$ cat src/rtl/instr_encoder.sv
// -----------------------------------------------------------------------------
// instr_encoder
//
// Sequential instruction assembler. Symbolic descriptors (mnemonic code plus
// register/immediate fields) arrive on a valid/ready stream and leave as
// 32-bit PA-RISC-subset words tagged with an auto-incrementing byte address,
// ready to preload instruction memory. One registered output stage gives
// full-throughput backpressure. Illegal mnemonics (24-31) are consumed but
// not emitted and set a sticky error flag.
//
// Optional feature: define INSTR_ENC_NOP_PAD_EN to enable NOP padding. A flush
// pulse then pads the stream with 32'h0 words up to the next PAD_ALIGN-byte
// boundary. Without the macro, flush is ignored and flush_busy is tied low.
//
// Ports:
//   clk, rst_n      clock (rising edge), asynchronous active-low reset
//   clear           sync pulse: drop pending word, address/count/error reset
//   in_valid/ready  descriptor handshake
//   in_mnem         mnemonic code 0-31
//   in_ra/rb/rt     register fields
//   in_cond         condition field
//   in_imm          immediate / displacement / {len, pos} for shifts
//   out_valid/ready output word handshake
//   out_word        encoded instruction
//   out_addr        byte address of out_word (next free address when idle)
//   err_illegal     sticky illegal-mnemonic flag
//   word_count      words transferred since reset/clear (wraps)
//   flush           request NOP padding to the next alignment boundary
//   flush_busy      padding in progress
// -----------------------------------------------------------------------------
module instr_encoder #(
    parameter int ADDR_W    = 9,
    parameter int BASE_ADDR = 0,
    parameter int PAD_ALIGN = 16
) (
    input  logic              clk,
    input  logic              rst_n,
    input  logic              clear,
    input  logic              in_valid,
    output logic              in_ready,
    input  logic [4:0]        in_mnem,
    input  logic [4:0]        in_ra,
    input  logic [4:0]        in_rb,
    input  logic [4:0]        in_rt,
    input  logic [2:0]        in_cond,
    input  logic [20:0]       in_imm,
    output logic              out_valid,
    input  logic              out_ready,
    output logic [31:0]       out_word,
    output logic [ADDR_W-1:0] out_addr,
    output logic              err_illegal,
    output logic [ADDR_W-1:0] word_count,
    input  logic              flush,
    output logic              flush_busy
);

    localparam logic [ADDR_W-1:0] BASE      = ADDR_W'(BASE_ADDR);
    localparam logic [ADDR_W-1:0] ADDR_STEP = ADDR_W'(4);

    function automatic logic [31:0] encode(
        input logic [4:0]  mnem,
        input logic [4:0]  ra,
        input logic [4:0]  rb,
        input logic [4:0]  rt,
        input logic [2:0]  cond,
        input logic [20:0] imm
    );
        logic [13:0] lse;
        logic [5:0]  ext6;
        logic [31:0] w;
        // Low-sign-extended 14-bit displacement: sign bit moves to the LSB.
        lse  = {imm[12:0], imm[13]};
        ext6 = 6'b000000;
        w    = 32'h0;
        case (mnem)
            5'd0, 5'd1, 5'd2, 5'd3, 5'd4, 5'd5, 5'd6, 5'd7: begin
                case (mnem[2:0])
                    3'd0:    ext6 = 6'b011000;
                    3'd1:    ext6 = 6'b011100;
                    3'd2:    ext6 = 6'b101000;
                    3'd3:    ext6 = 6'b010000;
                    3'd4:    ext6 = 6'b010100;
                    3'd5:    ext6 = 6'b001001;
                    3'd6:    ext6 = 6'b001010;
                    default: ext6 = 6'b001000;
                endcase
                w = {6'b000010, rb, ra, cond, 1'b0, ext6, 1'b0, rt};
            end
            5'd8:  w = {6'b010010, rb, rt, 2'b00, lse};
            5'd9:  w = {6'b010001, rb, rt, 2'b00, lse};
            5'd10: w = {6'b010000, rb, rt, 2'b00, lse};
            5'd11: w = {6'b011010, rb, ra, 2'b00, lse};
            5'd12: w = {6'b011001, rb, ra, 2'b00, lse};
            5'd13: w = {6'b011000, rb, ra, 2'b00, lse};
            5'd14: w = {6'b001101, rb, rt, 2'b00, lse};
            5'd15: w = {6'b001000, rt, imm};
            5'd16: w = {6'b111010, rt, imm};
            5'd17: w = {6'b100000, rb, ra, cond, imm[10:0], 2'b00};
            5'd18: w = {6'b100010, rb, ra, cond, imm[10:0], 2'b00};
            5'd19: w = {6'b101101, rb, rt, cond, 2'b00, imm[9:0], imm[10]};
            5'd20: w = {6'b100101, rb, rt, cond, 2'b00, imm[9:0], imm[10]};
            5'd21: w = {6'b110100, rb, rt, cond, 3'b110, imm[4:0], imm[9:5]};
            5'd22: w = {6'b110100, rb, rt, cond, 3'b111, imm[4:0], imm[9:5]};
            5'd23: w = {6'b110101, rb, rt, cond, 3'b010, imm[4:0], imm[9:5]};
            default: w = 32'h0;
        endcase
        return w;
    endfunction

    logic              valid_q, valid_d;
    logic [31:0]       word_q, word_d;
    logic [ADDR_W-1:0] addr_q, addr_d;
    logic [ADDR_W-1:0] count_q, count_d;
    logic              err_q, err_d;

    logic xfer, accept, legal;
    logic [31:0] enc_word;

    assign xfer     = valid_q & out_ready;
    assign accept   = in_valid & in_ready;
    assign legal    = (in_mnem < 5'd24);
    assign enc_word = encode(in_mnem, in_ra, in_rb, in_rt, in_cond, in_imm);
    assign in_ready = !clear && !flush_busy && (!valid_q || out_ready);

`ifdef INSTR_ENC_NOP_PAD_EN
    localparam logic [ADDR_W-1:0] ALIGN_MASK = ADDR_W'(PAD_ALIGN - 1);
    localparam logic [0:0] ST_RUN = 1'b0;
    localparam logic [0:0] ST_PAD = 1'b1;

    logic [0:0] state_q, state_d;
    assign flush_busy = (state_q == ST_PAD);
`else
    logic unused_flush;
    assign unused_flush = flush ^ PAD_ALIGN[0];
    assign flush_busy   = 1'b0;
`endif

    // addr_q names the word in the register while valid, otherwise the next
    // free slot; it only moves when a word leaves, so it stays put on stalls.
    always_comb begin
        valid_d = valid_q & ~xfer;
        word_d  = word_q;
        addr_d  = xfer ? (addr_q + ADDR_STEP) : addr_q;
        count_d = count_q + ADDR_W'(xfer);
        err_d   = err_q | (accept & ~legal);
        if (accept && legal) begin
            valid_d = 1'b1;
            word_d  = enc_word;
        end
`ifdef INSTR_ENC_NOP_PAD_EN
        state_d = state_q;
        if (state_q == ST_PAD) begin
            // The last NOP is the one whose successor address is aligned.
            if (xfer && (((addr_q + ADDR_STEP) & ALIGN_MASK) == '0)) begin
                state_d = ST_RUN;
            end else if (!valid_q || out_ready) begin
                valid_d = 1'b1;
                word_d  = 32'h0;
            end
        end else if (flush &&
                     (((addr_d + (valid_d ? ADDR_STEP : '0)) & ALIGN_MASK) != '0)) begin
            state_d = ST_PAD;
            // Start padding immediately if the register would otherwise idle.
            if (!valid_d) begin
                valid_d = 1'b1;
                word_d  = 32'h0;
            end
        end
`endif
        if (clear) begin
            valid_d = 1'b0;
            addr_d  = BASE;
            count_d = '0;
            err_d   = 1'b0;
`ifdef INSTR_ENC_NOP_PAD_EN
            state_d = ST_RUN;
`endif
        end
    end

    always_ff @(posedge clk or negedge rst_n) begin
        if (!rst_n) begin
            valid_q <= 1'b0;
            word_q  <= 32'h0;
            addr_q  <= BASE;
            count_q <= '0;
            err_q   <= 1'b0;
        end else begin
            valid_q <= valid_d;
            word_q  <= word_d;
            addr_q  <= addr_d;
            count_q <= count_d;
            err_q   <= err_d;
        end
    end

`ifdef INSTR_ENC_NOP_PAD_EN
    always_ff @(posedge clk or negedge rst_n) begin
        if (!rst_n) begin
            state_q <= ST_RUN;
        end else begin
            state_q <= state_d;
        end
    end
`endif

    assign out_valid   = valid_q;
    assign out_word    = word_q;
    assign out_addr    = addr_q;
    assign err_illegal = err_q;
    assign word_count  = count_q;

endmodule

$ cat config.mk
export PLATFORM = sky130hd
export DESIGN_NAME = instr_encoder
export DESIGN_NICKNAME = d
export VERILOG_FILES = /design/src/rtl/instr_encoder.sv
export SDC_FILE = /design/constraint.sdc
export NUM_CORES = 1
export LEC_CHECK = 0
export ABC_AREA = 1
export CAP_MARGIN = 30
export CORE_ASPECT_RATIO = 0.5
export CORE_MARGIN = 3
export CORE_UTILIZATION = 50
export CTS_CLUSTER_SIZE = 14
export DETAILED_ROUTE_END_ITERATION = 10
export HOLD_SLACK_MARGIN = 0.15
export PLACE_DENSITY_LB_ADDON = 0.15
export SLEW_MARGIN = 25
export SYNTH_ARGS = -nofsm -noshare
export SYNTH_HDL_FRONTEND = slang
export SYNTH_SLANG_ARGS = --single-unit
export TNS_END_PERCENT = 100
$ cat constraint.sdc
create_clock -name clk -period 4.1 [get_ports clk]
set_clock_uncertainty 0.15 [all_clocks]
set_input_delay 0.615 -clock clk [delete_from_list [all_inputs] [get_ports clk]]
set_output_delay 0.615 -clock clk [all_outputs]
set_load 0.05 [all_outputs]
Yosys cells after proc, flatten, opt, wreduce, memory -nomap -nowiden

Cells that the tools add are included.

Flip-flop bits (word level): 52
Input port bits: 50
Output and inout port bits: 54
Logic and storage cells: 61

Add/sub/neg operators: 2
Magnitude comparators: 1
Equal/unequal tests: 29
Muxes and demuxes: 8
Bitwise gates (word level): 7
Reductions and logical operators: 9

Operators by type and width:

| kind                                          | number |
|---|---|
| one-hot mux 32 bit (17 select lines)          | 1 |
| one-hot mux 6 bit (7 select lines)            | 1 |
| == test 5 x 4 -> 1 bit, second input constant | 8 |
| == test 5 bit, second input constant          | 8 |
| two-way mux 9 bit                             | 3 |
| == test 5 x 3 -> 1 bit, second input constant | 4 |
| == test 5 x 2 -> 1 bit, second input constant | 2 |
| adder 9 x 1 -> 9 bit                          | 1 |
| adder 9 x 3 -> 9 bit, second input constant   | 1 |
| == test 3 bit, second input constant          | 3 |
| OR reduction 8 bit                            | 1 |
| == test 3 x 2 -> 1 bit, second input constant | 2 |
| == test 5 x 1 -> 1 bit, second input constant | 1 |
| zero test 5 bit                               | 1 |
| < comparator 5 bit, second input constant     | 1 |
| bitwise AND 1 bit                             | 4 |
| == test 3 x 1 -> 1 bit, second input constant | 1 |
| zero test 3 bit                               | 1 |
| two-way mux 1 bit                             | 3 |
| logical AND 1 bit                             | 2 |
| zero test 1 bit                               | 2 |
| inverter 1 bit                                | 2 |
| nonzero test 2 bit                            | 1 |
| logical OR 1 bit                              | 1 |
| OR 1 bit                                      | 1 |

Longest topological paths before layout

Gate-level depths: netlist (run 1).

Depth in word-level cells: 7
Mapped depth: 13
Depth with buffers taken out: 13

Worst setup path before layout (run 1)

Ideal clock, no wire load.

Path kind: input to output
From: input port clear
To: output port in_ready
Arrival: 1.577 ns
Data required time: 3.335 ns
Path slack: 1.758 ns
Cell stages on the path: 2
Buffers on the path: 1
Cells stage by stage: buf_2 -> a21oi_1

Cells in the longest elaborated chain, start to end: 2

Ends and longest elaborated chain:

| what               | line | source |
|---|---|---|
| start: declaration | 38   | `input logic clear,` |
| zero test 1 bit    | 123  | `assign in_ready = !clear && !flush_busy && (!valid_q \|\| out_ready);` |
| logical AND 1 bit  | 123  |  |
| end: declaration   | 40   | `output logic in_ready,` |

Every way passes these cells.

Worst setup path after layout (run 1)

Ends and elaborated chain as after synthesis.

==> results of run 1 <==
-- cells in the mapped netlist --
library cell	instances
buf_2	5
a2bb2oi_1	5
o211ai_1	1
o31ai_1	1
nand3_2	4
nand2_2	5
inv_1	57
buf_6	6
o21ai_2	2
ha_1	3
conb_1	1
o21ai_0	14
o21a_1	3
o21ai_1	2
nor2_1	78
a21oi_1	27
a31oi_1	2
clkbuf_1	1
nor3_1	7
nand4_1	1
nand2_4	1
or2_0	1
buf_4	6
or2_1	16
nand2_1	116
nand4_4	1
nand3_1	32
nor2_4	2
o22a_1	1
dfrtp_1	50
inv_2	8
o21bai_1	1
nor2_2	6
-- where the power goes --
| group | internal [mW] | switching (mW) | total, mW |
|---|---|---|---|
| clock | 0.245 | 0.194 | 0.439 |
| sequential | 0.553 | 0.0307 | 0.583 |
| combinational | 0.212 | 0.393 | 0.605 |
| total | 1.01 | 0.617 | 1.63 |
-- flip-flops by register name, indices dropped and copies added, names as in the netlist --
register     flops
out_addr         7
out_valid        1
out_word        32
word_count       9
err_illegal      1
-- routing by layer --
metal  track usage [%]  up-vias
li1                  -     1635
met1              32.7     1482
met2              41.2      105
met3              5.24        7
met4              3.57        0
met5                 0        -
-- stage by stage --
step           worst slack [ns]  instances  power [mW]  cell area [um^2]
3_5_place_dp              0.962        637        1.20              4210
2_1_floorplan              1.76        468       0.973              3230
3_3_place_gp              0.972        637        1.19              4210
4_1_cts                   0.921        645        1.64              4360
6_report                  0.933        645        1.63              4360
5_1_grt                   0.880        645        1.71              4360
-- kinds of logic after synthesis --
family | after synthesis | share of synthesized area, %
other | 1 | 0.116
flip-flops | 50 | 38.9
AO/OA/AOI/OAI | 59 | 10.6
buffers and inverters | 83 | 12.0
AND/OR/NAND/NOR | 270 | 37.3
adder cells (fa/ha/maj) | 3 | 1.17
-- area by class of cell --
type	instances	area, um^2	area share (%)
Tap cell	84	105	2.41
Sequential cell	50	1250	28.7
Clock inverter	2	16.3	0.373
Multi-Input combinational cell	335	1590	36.5
Timing Repair Buffer	103	1020	23.3
Inverter	65	244	5.59
Clock buffer	6	139	3.18
-- worst max path at each step --
stage	start	end	slack [ns]	cells past startpoint
6_report	clear	in_ready	0.93	3
5_1_grt	clear	in_ready	0.88	3
4_1_cts	clear	in_ready	0.92	3
3_5_place_dp	clear	in_ready	0.96	3
3_3_place_gp	clear	in_ready	0.97	3
2_1_floorplan	clear	in_ready	1.76	2
-- worst max-delay path: stages --
cell,delay [ns]
clkdlybuf4s50_1,0.62
a21oi_1,0.31
clkdlybuf4s50_1,0.85
==> impl_results.md, run 1 <==
- Run status: finished clean
- Slack of the worst reg-to-reg path: 2.05 ns
- Number of nets in the layout: 613
- Wire length the detailed router placed on met1: 4.14 mm
- Number of antenna violations at the first check in global routing: 0
- Vertical die dimension: 62.8 um
- Count of pins on the block boundary: between 100 and 150
- Core Box Area: 5850 um^2
- Max layer used: met4
- IO Port Bufs: 99
- Htree depth: 2
- Final Core Density: approximately three quarters
- Most used cells in the layout excluding fill and tap cells: 116 x nand2_1, 98 x clkdlybuf4s50_1, 78 x nor2_1
- Number of violations of the max-capacitance limit: 0
- CTS tree: built
- Cell taking the most area after synthesis: dfrtp_1
- Clock slew seen by the registers of the worst setup and hold paths: ~0.07 ns
- Die outline width: 120 um
- Via count of the first global-routing pass: 3072
- Setup Viol. Count Final: 0
- Wire length of the first global-routing pass: 14.8 mm
- Via count of the routed design: between 3000 and 4000
- Area Growth Syn to Fin: 35.5%
- Largest net degree at the start of global routing: 28
- Final number of max-transition violations: 0
- Top cells by area, synth: dfrtp_1 39%, nand2_1 14%, nor2_1 9.1%, inv_1 6.6%, nand3_1 5.0%
- Ys Warns: 0
- Worst setup EP type: primary output
- Category of the most critical setup path: primary input to primary output
- Class of the tightest hold or removal check: primary input to async pin
- DPL Wire Length: 6.65 mm
- Antenna diode count: 0
- Seq cells post-synth: 50
- Fraction of layout cells with a size suffix above 1: 7.49%
- Post-cts hold buffer count: 0
- Total negative slack: 0 ns
- Total CTS buffers: 5
- R2R depth: 13
- Most frequent standard cell in the layout excluding fill and tap cells: nand2_1
- Routability-driven placement congestion ratio: 0.914
- Layout fillers: roughly 500
- DRC Markers: 0
- Worst hold margin: 0.154 ns
- Sum of overflow across all layers after global routing: 0
- Tightest slew margin relative to the limit: 62.2%
- Number of clock sinks: 50
- Wire per inst: 13.8 um
- Total length of routed met3 wires: 567 um
- Reg2reg start: out_valid
- Final hold violation count: 0
- Starting DRT DRC Count: 312
- Seq/Total Area, Yosys: 38.9%
- Site Rows: 19
- Kind of start point of the critical path: primary input
- Buffer depth of the longest clock path: 2
- CP arrival: 2.40 ns
- Worst r2r dst: word_count[8]
- Amount of wire on met2 after detailed routing: 4.14 mm
- Worst voltage drop across the vdd grid: 243 uV
- Measured slew at the worst slew-check pin: ~0.56 ns
- Initial core utilization: 55.1%
- Data required time at the worst endpoint: 3.34 ns
- Die Area: 7500 um^2
- Synth cell types: 33
- Unrepaired setup endpoints after global routing: false
- CTS Root Cell: clkbuf_16
- Number of antenna-violating nets in the routed design: 0
- Mean instance size in the synthesized netlist: around 6.9 um^2
- Overall routed net length: 8.89 mm
- Count of instances resized after the clock tree is built: 0
- Worst-skew pair later-pin latency: 0.29 ns
- Maximum fanout encountered on the critical timing path: 10
- Vias/cell: 5.01
- Post-CTS setup repair buffer count: 0
- Area of the mapped netlist: 3220 um^2
- Post-layout minimum cycle time: 3.17 ns
- Top achievable clock speed: 316 MHz
- Cell count after synthesis: 466
- Portion of synthesized cell area occupied by the leading cell type: 38.9%
- Power per cell area: 373 nW/um^2
- Number of detailed-route iterations in the first pass: 4
- Static power due to leakage: 2.09 nW
- Ratio of final minimum period to clock period: slightly below 80%
- GRT Util Overall: around 24%
Note: power is estimated with default switching activity, not from simulation.
==> run 2: changes to the inputs <==
CORE_UTILIZATION = 47   (was 50)
clock period = 3.1 ns   (was 4.1 ns; I/O delays follow)
==> impl_results.md, run 2 (same netlist as run 1, synthesis figures left out) <==
- Core Box Area: 6360 um^2 (was 5850 um^2)
- Most used routing layer: met2 (unchanged)
- Run status: finished clean (unchanged)
- Reg power frac: 35.8% (about the same)
- Worst voltage drop across the vdd grid: 258 uV (was 243 uV)
- Post-CTS setup repair buffer count: 0 (unchanged)
- Area Growth Syn to Fin: 36.6% (was 35.5%)
- Slowest stage cell on the critical path: clkdlybuf4s50_1 (unchanged)
- Number of antenna-violating nets in the routed design: 0 (unchanged)
- Final cell count without fillers: 653 (was 645)
- Global Route met1 Usage: 32.2% (was 32.7%)
- CTS tree: built (unchanged)
- Met2 Use GR: 37.9% (was 41.2%)
- Class of the tightest hold or removal check: flip-flop to flip-flop (was primary input to async pin)
- Number of detailed-route iterations in the first pass: 5 (was 4)
- Total negative slack: 0 ns (unchanged)
- Vertical die dimension: 64.5 um (was 62.8 um)
- Htree depth: 2 (unchanged)
- Count of pins on the block boundary: 104 (unchanged)
- Worst setup EP type: flip-flop (was primary output)
- Starting DRT DRC Count: 173 (was 312)
- Die outline width: 123 um (was 120 um)
- CP arrival: 2.33 ns (was 2.40 ns)
- GRT Util Overall: 23.3% (was 24.2%)
- Logic gate share of total power: 37.3% (was 37.2%)
- Wire per inst: 13.3 um (was 13.8 um)
- Initial core utilization: 50.7% (was 55.1%)
- Antenna diode count: 0 (unchanged)
- Number of antenna violations at the first check in global routing: 0 (unchanged)
- Fraction of layout cells with a size suffix above 1: 8.14% (was 7.49%)
- Measured slew at the worst slew-check pin: 0.625 ns (was 0.564 ns)
- Data required time at the worst endpoint: 3.13 ns (was 3.34 ns)
- DRC Markers: 0 (unchanged)
- Clock slew seen by the registers of the worst setup and hold paths: 0.07 ns (about the same)
- Post-layout minimum cycle time: 2.29 ns
- Kind of start point of the critical path: primary input (unchanged)
- Number of nets in the layout: 617 (was 613)
- Total CTS buffers: 5 (unchanged)
- P_int: 1.34 mW (was 1.01 mW)
- R2R depth: 13 (unchanged)
- Via count of the routed design: 3235 (was 3229)
- IO Port Bufs: 99 (unchanged)
- Power per cell area: 490 nW/um^2 (was 373 nW/um^2)
- Critical path endpoint: out_word[18] (was in_ready)
- Final Core Density: 69.2% (was 74.6%)
- Final hold violation count: 0 (unchanged)
- Unrepaired setup endpoints after global routing: false (unchanged)
- DPL Wire Length: 6.65 mm (about the same)
- Final number of max-transition violations: 0 (unchanged)
- Critical path's largest stage delay: 0.65 ns (was 0.85 ns)
- Switching power share of the total: 37.8% (was 37.9%)
- Reg2reg start: out_valid (unchanged)
- Part of the total power dissipated in the clock network: 27.0% (about the same)
- Number of cells in the design after placement: 644 (was 637)
- Buffer depth of the longest clock path: 2 (unchanged)
- Number of clock sinks: 50 (unchanged)
- Met3 capacity usage during global routing: 5.06% (was 5.24%)
- Setup Viol. Count Final: 0 (unchanged)
- Tightest slew margin relative to the limit: 58.4% (was 62.2%)
- Number of violations of the max-capacitance limit: 0 (unchanged)
- Slack of the worst reg-to-reg path: 1.16 ns (was 2.05 ns)
- Number of flip-flops in the largest register: 32 (unchanged)
- Worst r2r dst: word_count[8] (unchanged)
- Wire length of the first global-routing pass: 14.6 mm (was 14.8 mm)
- Hold_sp: out_word[28]
- Vias/cell: 4.95 (was 5.01)
- Site Rows: 20 (was 19)
- Category of the most critical setup path: primary input to flip-flop (was primary input to primary output)
- Maximum fanout encountered on the critical timing path: 11 (was 10)
- Final instance area: 4400 um^2 (was 4360 um^2)
- Most frequent standard cell in the layout excluding fill and tap cells: nand2_1 (unchanged)
- Overall routed net length: 8.70 mm (was 8.89 mm)
- Sum of overflow across all layers after global routing: 0 (unchanged)
- Cells along the critical path: clkdlybuf4s50_1 > inv_2 > nand2_1 > nand2_1 > nand2_1 > nand3_2 > nand2_1 > nand2_1 > nor2_1 > nor2_1 (was clkdlybuf4s50_1 > a21oi_1 > clkdlybuf4s50_1)
- Die Area: 7940 um^2 (was 7500 um^2)
- Total net switching power: 0.815 mW (was 0.617 mW)
- Post-DP Area: 4230 um^2 (was 4210 um^2)
- Most used cells in the layout excluding fill and tap cells: 116 x nand2_1, 97 x clkdlybuf4s50_1, 78 x nor2_1 (was 116 x nand2_1, 98 x clkdlybuf4s50_1, 78 x nor2_1)
- Worst-skew pair later-pin latency: 0.29 ns (about the same)
- Crit path top cell by count: nand2_1 (was clkdlybuf4s50_1)
- CTS Root Cell: clkbuf_16 (unchanged)
- Ratio of final minimum period to clock period: 74.0%
- Static power due to leakage: 2.12 nW (was 2.09 nW)
- Routability-driven placement congestion ratio: 0.928 (was 0.914)
- Worst setup path startpoint: in_mnem[1] (was clear)
- Largest net degree at the start of global routing: 28 (unchanged)
- Via count of the first global-routing pass: 3052 (was 3072)
- Top achievable clock speed: 436 MHz
-- run 2: changes by cell type in the layout (fill, tap and decap cells not counted), sizes merged --
cell | previous run | this run
buf | 5 | 9
clkinv | 0 | 2
clkdlybuf4s50 | 98 | 97
clkinvlp | 1 | 0
dlygate4sd3 | 0 | 1
inv | 66 | 65
-- run 2: layout make-up --
type / instances / area (um^2)
fillers: 569 / 1960
multi-input cells: 335 / 1590
flip-flops and latches: 50 / 1250
repair buffers: 107 / 1050
inverters: 65 / 244
clock buffers: 6 / 139
well taps: 88 / 110
clock inverters: 2 / 17.5
-- run 2: repair_timing --
item | 4_1_cts | 5_1_grt
endpoints found under the hold margin | 25 | 0
resized for setup | 0 | 0
endpoints found under the setup margin | 0 | 0
hold buffers | 1 | 0
-- run 2: how the worst min path moves through the flow --
| stage | endpoint | slack (ns) | cells past startpoint |
|---|---|---|---|
| after global placement | out_word[28] | 0.31 | 2 |
| after detailed placement | out_word[28] | 0.32 | 2 |
| final | out_word[28] | 0.33 | 2 |
| after CTS | out_word[28] | 0.33 | 2 |
| after global routing | out_word[28] | 0.35 | 2 |
| after floorplan | err_illegal | 0.02 | 0 |
-- run 2: metal layers --
layer,share of wire (%),vias to the layer above
met5,0,-
met4,1.3,0
met3,5.2,12
met2,46,81
met1,47,1496
li1,-,1646
-- run 2: through the flow --
stage / hold slack, ns / worst slack (ns) / power, mW
final: 0.328 / 0.806 / 2.15
after global routing: 0.350 / 0.600 / 2.26
after CTS: 0.334 / 0.864 / 2.17
after detailed placement: 0.315 / 0.552 / 1.59
after global placement: 0.313 / 0.549 / 1.58
after floorplan: 0.0194 / 0.881 / 1.29
-- run 2: worst max-delay path, delay by kind of cell --
kind | cells | cell delay, ns
buffers and inverters | 2 | 0.71
and+or+nand+nor | 8 | 1.15
-- run 2: power groups by stage --
| stage | clock [mW] | sequential [mW] | combinational, mW |
|---|---|---|---|
| 4_1_cts | 0.591 | 0.771 | 0.807 |
| 2_1_floorplan | 0 | 1.06 | 0.223 |
| 3_5_place_dp | 0 | 0.783 | 0.803 |
| 6_report | 0.581 | 0.770 | 0.803 |
| 5_1_grt | 0.623 | 0.781 | 0.860 |
| 3_3_place_gp | 0 | 0.780 | 0.798 |
==> run 3: changes to the inputs <==
clock period = 2.23 ns   (was 3.1 ns; I/O delays follow)
==> impl_results.md, run 3 (same netlist as run 1, synthesis figures left out) <==
- Run status: finished clean (unchanged)
- Setup Viol. Count Final: 0 (unchanged)
- Site Rows: 20 (unchanged)
- Via count of the routed design: 3303 (was 3235)
- Vias/cell: 4.89 (was 4.95)
- Number of antenna-violating nets in the routed design: 0 (unchanged)
- Sum of overflow across all layers after global routing: 0 (unchanged)
- Post-CTS setup repair buffer count: 0 (unchanged)
- Count of pins on the block boundary: 104 (unchanged)
- Final number of max-transition violations: 0 (unchanged)
- Number of detailed-route iterations in the first pass: 4 (was 5)
- Most frequent standard cell in the layout excluding fill and tap cells: nand2_1 (unchanged)
- Buffer depth of the longest clock path: 2 (unchanged)
- Maximum fanout encountered on the critical timing path: 6 (was 11)
- Core Box Area: 6360 um^2 (unchanged)
- Total CTS buffers: 5 (unchanged)
- Wire length of the first global-routing pass: 14.7 mm (was 14.6 mm)
- Slowest stage cell on the critical path: clkdlybuf4s50_1 (unchanged)
- DPL Wire Length: 6.79 mm (was 6.65 mm)
- Htree depth: 2 (unchanged)
- Largest net degree at the start of global routing: 30 (was 28)
- DRC Markers: 0 (unchanged)
- Static power due to leakage: 2.24 nW (was 2.12 nW)
- Top achievable clock speed: 491 MHz
- Data required time at the worst endpoint: 1.75 ns (was 3.13 ns)
- Category of the most critical setup path: flip-flop to primary output (was primary input to flip-flop)
- Worst hold margin: 0.330 ns (was 0.328 ns)
- Endpoint, Worst Hold: out_word[13] (was out_word[28])
- Final Core Density: 72.7% (was 69.2%)
- Number of violations of the max-capacitance limit: 0 (unchanged)
- Ratio of final minimum period to clock period: 91.3%
- CTS tree: built (unchanged)
- Hold path cells: 2 (unchanged)
- Hold_sp: out_word[13] (was out_word[28])
- Vertical die dimension: 64.5 um (unchanged)
- Tightest slew margin relative to the limit: 63.7% (was 58.4%)
- Via count of the first global-routing pass: 3103 (was 3052)
- Number of buffer and inverter instances along the worst setup path: 1 (was 2)
- Cell family with most CP delay: buffers and inverters (was simple AND/OR/NAND/NOR gates)
- R2R depth: 13 (unchanged)
- Number of flip-flops in the largest register: 32 (unchanged)
- Die outline width: 123 um (unchanged)
- Die Area: 7940 um^2 (unchanged)
- Power per cell area: 654 nW/um^2 (was 490 nW/um^2)
- Routability-driven placement congestion ratio: 0.918 (was 0.928)
- CP arrival: 1.55 ns (was 2.33 ns)
- Slack of the worst reg-to-reg path: 0.38 ns (was 1.16 ns)
- Overall routed net length: 8.90 mm (was 8.70 mm)
- Antenna diode count: 0 (unchanged)
- Wire per inst: 13.2 um (was 13.3 um)
- Area Growth Syn to Fin: 43.6% (was 36.6%)
- Number of clock sinks: 50 (unchanged)
- Reg2reg start: out_valid (unchanged)
- Critical path's largest stage delay: 0.83 ns (was 0.65 ns)
- Initial core utilization: 50.7% (unchanged)
- Global Route met1 Usage: 33.0% (was 32.2%)
- Class of the tightest hold or removal check: flip-flop to flip-flop (unchanged)
- CTS Root Cell: clkbuf_16 (unchanged)
- Unrepaired setup endpoints after global routing: false (unchanged)
- Final hold violation count: 0 (unchanged)
- Fraction of layout cells with a size suffix above 1: 11.9% (was 8.14%)
- Starting DRT DRC Count: 194 (was 173)
- IO Port Bufs: 99 (unchanged)
- Number of antenna violations at the first check in global routing: 0 (unchanged)
- Layout fillers: 537 (was 569)
- Worst setup EP type: primary output (was flip-flop)
- Met3 capacity usage during global routing: 4.88% (was 5.06%)
- Kind of start point of the critical path: flip-flop (was primary input)
- Measured slew at the worst slew-check pin: 0.544 ns (was 0.625 ns)
- Most used routing layer: met2 (unchanged)
- GRT Util Overall: 23.3% (about the same)
- Overall power: 3.03 mW (was 2.15 mW)
- Number of nets in the layout: 640 (was 617)
- Worst r2r dst: word_count[8] (unchanged)
- Post-layout minimum cycle time: approximately 2 ns
- Most used cells in the layout excluding fill and tap cells: 116 x nand2_1, 97 x clkdlybuf4s50_1, 77 x nor2_1 (was 116 x nand2_1, 97 x clkdlybuf4s50_1, 78 x nor2_1)
- Worst voltage drop across the vdd grid: 346 uV (was 258 uV)
- Worst-skew pair later-pin latency: 0.29 ns (about the same)
- Total negative slack: 0 ns (unchanged)
- Cells along the critical path: clkdlybuf4s50_1 (was clkdlybuf4s50_1 > inv_2 > nand2_1 > nand2_1 > nand2_1 > nand3_2 > nand2_1 > nand2_1 > nor2_1 > nor2_1)
- Clock slew seen by the registers of the worst setup and hold paths: 0.07 ns (about the same)
- Met2 Use GR: 36.9% (was 37.9%)
## run 3: changes by cell type in the layout (fill, tap and decap cells not counted), sizes merged
cell	change
buf	+23
clkinv	-2
inv	+1
clkinvlp	+1
## run 3: power by group
part | leakage [nW] | internal [mW] | switching (mW)
registers | 0.627 | 1.02 | 0.0552
logic | 1.54 | 0.429 | 0.726
clock network | 0.0735 | 0.451 | 0.348
total | 2.24 | 1.90 | 1.13
## run 3: per-layer routing
metal | routed length (um) | share of wire (%) | vias up
met1 | 4150 | 47 | 1518
met2 | 4140 | 47 | 94
li1 | - | - | 1687
met4 | 54 | 0.61 | 0
met3 | 554 | 6.2 | 4
met5 | 0 | 0 | -
## run 3: through the flow
step	cells	cell area, um^2	setup slack, ns
floorplan	468	3230	0.0106
global placement	667	4460	-0.0236
detailed placement	667	4460	-0.0862
CTS	676	4620	0.188
global route	676	4620	0.0244
finish	676	4620	0.194
## run 3: final cells by class
type | instances | area [um^2] | area share [%]
clock buffer | 6 | 139 | 3.00
timing repair buffer | 130 | 1270 | 27.4
sequential | 50 | 1250 | 27.1
multi-input combinational | 335 | 1590 | 34.5
clock inverter | 2 | 16.3 | 0.352
inverter | 65 | 244 | 5.28
tap | 88 | 110 | 2.38
## run 3: worst max path at each step
| stage | start | to | cells past startpoint |
|---|---|---|---|
| finish | out_addr[5] | out_addr[5] | 1 |
| global route | out_ready | word_count[8] | 14 |
| CTS | out_addr[5] | out_addr[5] | 1 |
| detailed placement | out_ready | word_count[8] | 14 |
| global placement | out_ready | word_count[8] | 14 |
| floorplan | out_valid | word_count[8] | 13 |
## run 3: worst register-to-register path, stage by stage, from the launching register on
cell	delay [ns]
dfrtp_1	0.39
nand2_1	0.09
inv_1	0.08
ha_1	0.17
ha_1	0.16
nand2_1	0.05
inv_1	0.07
nand2_1	0.09
nor2_2	0.12
nand3_1	0.09
nor2_1	0.13
nand2_1	0.07
nand2_1	0.05
nor2_1	0.04
## run 3: timing repair
item / in CTS / in global routing
resized for setup: 0 / 1
hold buffers: 1 / 0
endpoints found under the hold margin: 23 / 0
endpoints found under the setup margin: 0 / 1
